`src/rtl/ifu.sv`:
```
// Instruction fetch unit: single-outstanding fetch FSM feeding a small {inst, pc, fault} FIFO.
// Optional IFU_PERF_EN adds fetch/stall counters.  State | meaning:
//   IDLE | no request in flight        REQ  | request presented, held until accepted
//   WAIT | accepted, awaiting response DROP | awaiting a response that will be discarded
module ifu #(
    parameter logic [31:0] RESET_PC   = 32'h8000_0000,
    parameter int unsigned FIFO_DEPTH = 2
) (
    input  logic        clk,
    input  logic        rst_n,
    input  logic        redirect_valid,
    input  logic [31:0] redirect_pc,
    input  logic        halt,
    output logic        mem_req_valid,
    input  logic        mem_req_ready,
    output logic [31:0] mem_req_addr,
    input  logic        mem_rsp_valid,
    input  logic [31:0] mem_rsp_data,
    input  logic        mem_rsp_err,
    output logic        inst_valid,
    input  logic        inst_ready,
    output logic [31:0] inst,
    output logic [31:0] inst_pc,
    output logic        inst_fault
`ifdef IFU_PERF_EN
   ,output logic [31:0] perf_fetch_cnt,
    output logic [31:0] perf_stall_cnt
`endif
);

    localparam int PW = (FIFO_DEPTH > 1) ? $clog2(FIFO_DEPTH) : 1;
    localparam logic [31:0] NOP = 32'h0000_0013;

    typedef enum logic [1:0] {IDLE, REQ, WAIT, DROP} state_t;

    state_t      state_q, state_d;
    logic [31:0] pc_q, pc_d;
    logic [31:0] addr_q, addr_d;
    logic        req_valid_q, req_valid_d;
    logic        pending_drop_q, pending_drop_d;
    logic        fault_pend_q, fault_pend_d;
    logic [PW:0] wr_q, wr_d, rd_q, rd_d, count_d;

    logic [31:0] fifo_inst_q [FIFO_DEPTH];
    logic [31:0] fifo_pc_q   [FIFO_DEPTH];
    logic        fifo_err_q  [FIFO_DEPTH];

    logic        push, pop, issue_ok, push_err;
    logic [31:0] push_inst, push_pc;
    logic [PW-1:0] rd_idx;

    assign rd_idx        = rd_q[PW-1:0];
    assign inst_valid    = (wr_q != rd_q);
    assign pop           = inst_valid && inst_ready;
    assign inst          = inst_valid ? fifo_inst_q[rd_idx] : 32'h0;
    assign inst_pc       = inst_valid ? fifo_pc_q[rd_idx]   : 32'h0;
    assign inst_fault    = inst_valid ? fifo_err_q[rd_idx]  : 1'b0;
    assign mem_req_valid = req_valid_q;
    assign mem_req_addr  = addr_q;

    always_comb begin
        state_d        = state_q;
        pc_d           = pc_q;
        addr_d         = addr_q;
        pending_drop_d = pending_drop_q;
        fault_pend_d   = fault_pend_q;
        push           = 1'b0;
        push_inst      = NOP;
        push_pc        = pc_q;
        push_err       = 1'b1;

        // A redirect flushes everything, including a fault entry not yet pushed.
        if (redirect_valid) begin
            pc_d         = redirect_pc;
            fault_pend_d = (redirect_pc[1:0] != 2'b00);
        end else if (fault_pend_q) begin
            push         = 1'b1;
            fault_pend_d = 1'b0;
        end else if (state_q == WAIT && mem_rsp_valid) begin
            push      = 1'b1;
            push_inst = mem_rsp_err ? NOP : mem_rsp_data;
            push_err  = mem_rsp_err;
            pc_d      = pc_q + 32'd4;
        end

        if (redirect_valid) begin
            wr_d = '0;
            rd_d = '0;
        end else begin
            wr_d = wr_q + (PW+1)'(push);
            rd_d = rd_q + (PW+1)'(pop);
        end
        count_d  = wr_d - rd_d;
        // A misaligned pc only changes on the next redirect, so it doubles as the idle lock.
        issue_ok = !halt && (pc_d[1:0] == 2'b00) && (count_d < (PW+1)'(FIFO_DEPTH));

        case (state_q)
            IDLE: if (issue_ok) state_d = REQ;
            REQ: begin
                if (redirect_valid) pending_drop_d = 1'b1;
                if (mem_req_ready) begin
                    state_d        = (pending_drop_q || redirect_valid) ? DROP : WAIT;
                    pending_drop_d = 1'b0;
                end
            end
            WAIT: begin
                if (mem_rsp_valid)       state_d = issue_ok ? REQ : IDLE;
                else if (redirect_valid) state_d = DROP;
            end
            DROP: if (mem_rsp_valid) state_d = issue_ok ? REQ : IDLE;
            default: state_d = IDLE;
        endcase

        req_valid_d = (state_d == REQ);
        if (state_d == REQ && state_q != REQ) addr_d = pc_d;
    end

    always_ff @(posedge clk or negedge rst_n) begin
        if (!rst_n) begin
            state_q        <= IDLE;
            pc_q           <= RESET_PC;
            addr_q         <= 32'h0;
            req_valid_q    <= 1'b0;
            pending_drop_q <= 1'b0;
            fault_pend_q   <= 1'b0;
            wr_q           <= '0;
            rd_q           <= '0;
        end else begin
            state_q        <= state_d;
            pc_q           <= pc_d;
            addr_q         <= addr_d;
            req_valid_q    <= req_valid_d;
            pending_drop_q <= pending_drop_d;
            fault_pend_q   <= fault_pend_d;
            wr_q           <= wr_d;
            rd_q           <= rd_d;
        end
    end

    always_ff @(posedge clk) begin
        if (push) begin
            fifo_inst_q[wr_q[PW-1:0]] <= push_inst;
            fifo_pc_q[wr_q[PW-1:0]]   <= push_pc;
            fifo_err_q[wr_q[PW-1:0]]  <= push_err;
        end
    end

`ifdef IFU_PERF_EN
    logic [31:0] fetch_cnt_q, fetch_cnt_d, stall_cnt_q, stall_cnt_d;

    always_comb begin
        fetch_cnt_d = fetch_cnt_q + {31'd0, push};
        stall_cnt_d = stall_cnt_q + {31'd0, (!inst_valid && !halt)};
    end

    always_ff @(posedge clk or negedge rst_n) begin
        if (!rst_n) begin
            fetch_cnt_q <= 32'h0;
            stall_cnt_q <= 32'h0;
        end else begin
            fetch_cnt_q <= fetch_cnt_d;
            stall_cnt_q <= stall_cnt_d;
        end
    end

    assign perf_fetch_cnt = fetch_cnt_q;
    assign perf_stall_cnt = stall_cnt_q;
`endif

endmodule

```
`config.mk`:
```
export PLATFORM = sky130hd
export DESIGN_NAME = ifu
export DESIGN_NICKNAME = d
export VERILOG_FILES = /design/src/rtl/ifu.sv
export SDC_FILE = /design/constraint.sdc
export NUM_CORES = 1
export LEC_CHECK = 0
export CAP_MARGIN = 40
export CORE_MARGIN = 2
export CORE_UTILIZATION = 47
export DETAILED_ROUTE_END_ITERATION = 8
export PLACE_DENSITY = 0.77
export SKIP_LAST_GASP = 1
export SYNTH_ARGS = -nofsm -noshare
export SYNTH_HDL_FRONTEND = slang
export SYNTH_SLANG_ARGS = --single-unit
export TNS_END_PERCENT = 30
```
`constraint.sdc`:
```
create_clock -name clk -period 3.84 [get_ports clk]
set_input_delay 0.768 -clock clk [delete_from_list [all_inputs] [get_ports clk]]
set_output_delay 0.768 -clock clk [all_outputs]
set_load 0.01 [all_outputs]
```
==> insert_results.sql <==
INSERT INTO impl_metrics (metric_group, metric, value, unit) VALUES
('run_status', 'run_status', 'finished, final reports clean', ''),
('sta', 'relSlewSlack', '41.8', '%'),
('sta', 'fmaxAchievable', '289', 'MHz'),
('route', 'drt_pre_antenna_iters', '6', ''),
('floorplanning', 'fp-row-count', '49', ''),
('placement', 'portBuffers', '170', ''),
('route', 'detailedRoute.firstIterationViolations', '312', ''),
('synth', 'synth_mux_area_share', '11.8', '%'),
('setup_path', 'setup.worst_path.end_class', 'output port', ''),
('final_layout', 'most-common-layout-cells', 'clkdlybuf4s50_1, edfxtp_1, nor2_1', ''),
('floorplanning', 'floorplan.die.width', '140', 'um'),
('final_layout', 'post-route-util', '63.0', '%'),
('synth', 'synth_top_family_by_area', 'simple AND/OR/NAND/NOR gates', ''),
('final_layout', 'antenna_cells_inserted', '0', ''),
('clock_network', 'cts.sink_count', '203', ''),
('floorplanning', 'core', '0.0180', 'mm^2'),
('synth', 'syn_area_per_cell', '13.3', 'um^2'),
('clock_network', 'clock-root-buffer', 'clkbuf_16', ''),
('synth', 'syn_inst', '654', ''),
('clock_network', 'insertion_delay', '0.49', 'ns'),
('global_route', 'pin_count_of_the_biggest_net_entering_global_routing', '67', ''),
('global_route', 'overall_track_demand_over_capacity_in_global_routing', '18.9', '%'),
('synth', 'synthesis.area', '0.00868', 'mm^2'),
('setup_path', 'critical_path_launch_point_type', 'flip-flop', ''),
('setup_path', 'crit_type', 'reg -> out', ''),
('sta', 'total_count_of_max_transition_violations_in_the_final_report', '0', ''),
('synth', 'ys.warnings.count', '0', ''),
('final_layout', 'syn_to_final_growth', '30.9', '%'),
('placement', 'place_area', '0.0107', 'mm^2'),
('power', 'internal_power', '0.00493', 'W'),
('synth', 'synth_simple_gate_area_share', '13.3', '%'),
('sta', 'fin_setup_tns', '0', 'ns'),
('final_layout', 'drive_above_1_share', '11.7', '%'),
('floorplanning', 'floorplan.die.height', '140', 'um'),
('synth', 'synth_xor_xnor_area_share', '1.31', '%'),
('synth', 'postSynth.topFlopCell', 'edfxtp_1', ''),
('global_route', 'grt_pass1_wl', '29800', 'um'),
('power', 'peakVddDrop', '0.430', 'mV'),
('floorplanning', 'start_util', '48.2', '%'),
('route', 'totalWireLength', '18900', 'um'),
('power', 'static-leakage-power', '4.02', 'nW'),
('synth', 'post_synth_num_cell_types', '52', ''),
('route', 'post_drt_wl_per_cell', '17.8', 'um'),
('clock_network', 'cts.hold.buffers_added', '0', ''),
('synth', 'ys_ff_latch', '203', ''),
('route', 'viasPerCell', '5.50', ''),
('sta', 'setup_violations', '0', ''),
('sta', 'hold-worst-slack', '0.145', 'ns'),
('sta', 'layout_min_cycle_time', '3.46', 'ns'),
('synth', 'synth_seq_area_share', '66.0', '%'),
('final_layout', 'design.final.nets', '897', ''),
('min_path', 'hold_crit_path_type', 'in -> async', ''),
('setup_path', 'reg2reg_from', 'rd_q[0]$_DFF_PN0_', ''),
('global_route', 'grt_antenna_before_repair', '0', ''),
('floorplanning', 'pin_count', '171', ''),
('route', 'vias', '5856', ''),
('synth', 'synthAdderAreaFrac', '0.577', '%'),
('power', 'power.share.combinational', '29.2', '%'),
('placement', 'gp_congestion', '0.865', ''),
('sta', 'report.final.hold_viol_count', '0', ''),
('placement', 'post-dp-hpwl', '12500', 'um'),
('placement', 'detailedPlace.worstSlack', '0.310', 'ns'),
('synth', 'synth_edf_count', '130', ''),
('final_layout', 'post-route-cell-area', '0.0114', 'mm^2'),
('power', 'power_density_cells', '603', 'mW/mm^2'),
('setup_path', 'critical_path_arrival', '2.69', 'ns'),
('global_route', 'grt_pass1_vias', '5793', ''),
('clock_network', 'tritoncts', 'built', ''),
('clock_network', 'postCtsSetupRepairBufs', '0', ''),
('route', 'ant_nets', '0', ''),
('clock_network', 'depth_of_the_cts_h_tree', '1', '');
==> sequential cells by signal, summed over array words and instances (netlist names), 2 cells and up <==
register / flops
wr_q: 2
fifo_pc_q: 64
fifo_inst_q: 64
fifo_err_q: 2
rd_q: 2
pc_q: 32
mem_req_addr: 32
state_q: 2
==> layer usage <==
layer / GRT usage (%) / up-vias / share of wire (%)
met2: 31.9 / 234 / 48
li1: - / 2721 / -
met4: 5.16 / 0 / 1.9
met5: 0 / - / 0
met1: 25.2 / 2869 / 43
met3: 3.59 / 32 / 6.6
==> power groups by stage <==
stage	Sequential [W]	Clock, W	Combinational, W
after detailed placement	0.00290	0	0.00201
after global placement	0.00289	0	0.00198
after global routing	0.00291	0.00211	0.00214
final	0.00287	0.00198	0.00200
after floorplan	0.00292	0	0.000915
after CTS	0.00287	0.00202	0.00203
==> Yosys cell counts (all sizes together), types with 2 or more instances <==
cell type	count	area [um^2]
nor2b	7	43.8
nand3	17	95.1
o311ai	6	52.6
buf	13	52.6
or4	13	103
a31oi	12	75.1
mux2	32	364
xnor2	7	61.3
o21ai	14	70.1
dfrtp	72	1800
and2	33	206
a311oi	2	17.5
nor4	3	18.8
ha	4	50.1
o31ai	7	52.6
and3	6	38.8
or2	3	18.8
nor2	89	334
edfxtp	130	3900
nand2b	5	31.3
o211ai	4	30.0
inv	10	37.5
nor3	3	15.0
nor4b	2	17.5
mux2i	66	661
a21oi	7	35.0
o41ai	2	17.5
nand2	25	93.8
or3	7	48.8
nand4	8	50.1
xor2	6	52.6
clkbuf	26	97.6
==> stage by stage <==
stage	cells	total power [W]
after floorplan	654	0.00383
after global placement	1026	0.00487
after detailed placement	1027	0.00491
after CTS	1064	0.00691
after global routing	1064	0.00716
final	1064	0.00685
==> worst max-delay path: stages, from the launching register on <==
cell,delay [ns]
dfrtp_4,0.58
xor2_1,0.22
nor2_4,0.10
buf_4,0.58
nor2_1,0.19
clkdlybuf4s50_1,0.52
==> area by class of cell <==
type	instances	area, um^2
clock buffers	26	564
clock inverters	11	114
fillers	1350	6660
inverters	11	41.3
multi-input cells	401	2800
flip-flops and latches	203	5740
well taps	229	287
repair buffers	183	1820
==> path summary, 6_finish.rpt <==
| check | end | slack (ns) | depth (start not counted) |
|---|---|---|---|
| max | inst_pc[12] | 0.38 | 5 |
| min | mem_req_addr[18]$_DFFE_PN0P_ | 0.14 | 1 |
| max reg2reg | mem_req_addr[3]$_DFFE_PN0P_ | 0.87 | 7 |
| min reg2reg | fifo_pc_q[0][0]$_DFFE_PP_ | 0.48 | 0 |
| max in group asynchronous | pc_q[31]$_DFF_PN1_ | 3.09 | 2 |
| min in group clk | fifo_pc_q[0][0]$_DFFE_PP_ | 0.48 | 0 |
==> cells by family after synthesis <==
group | count (synthesis)
AND/OR/NAND/NOR | 225
AO/OA/AOI/OAI | 61
multiplexers | 98
adder cells (fa/ha/maj) | 4
flip-flops | 203
buffers and inverters | 50
XOR/XNOR | 13
Power figures use the tool's default switching activity.
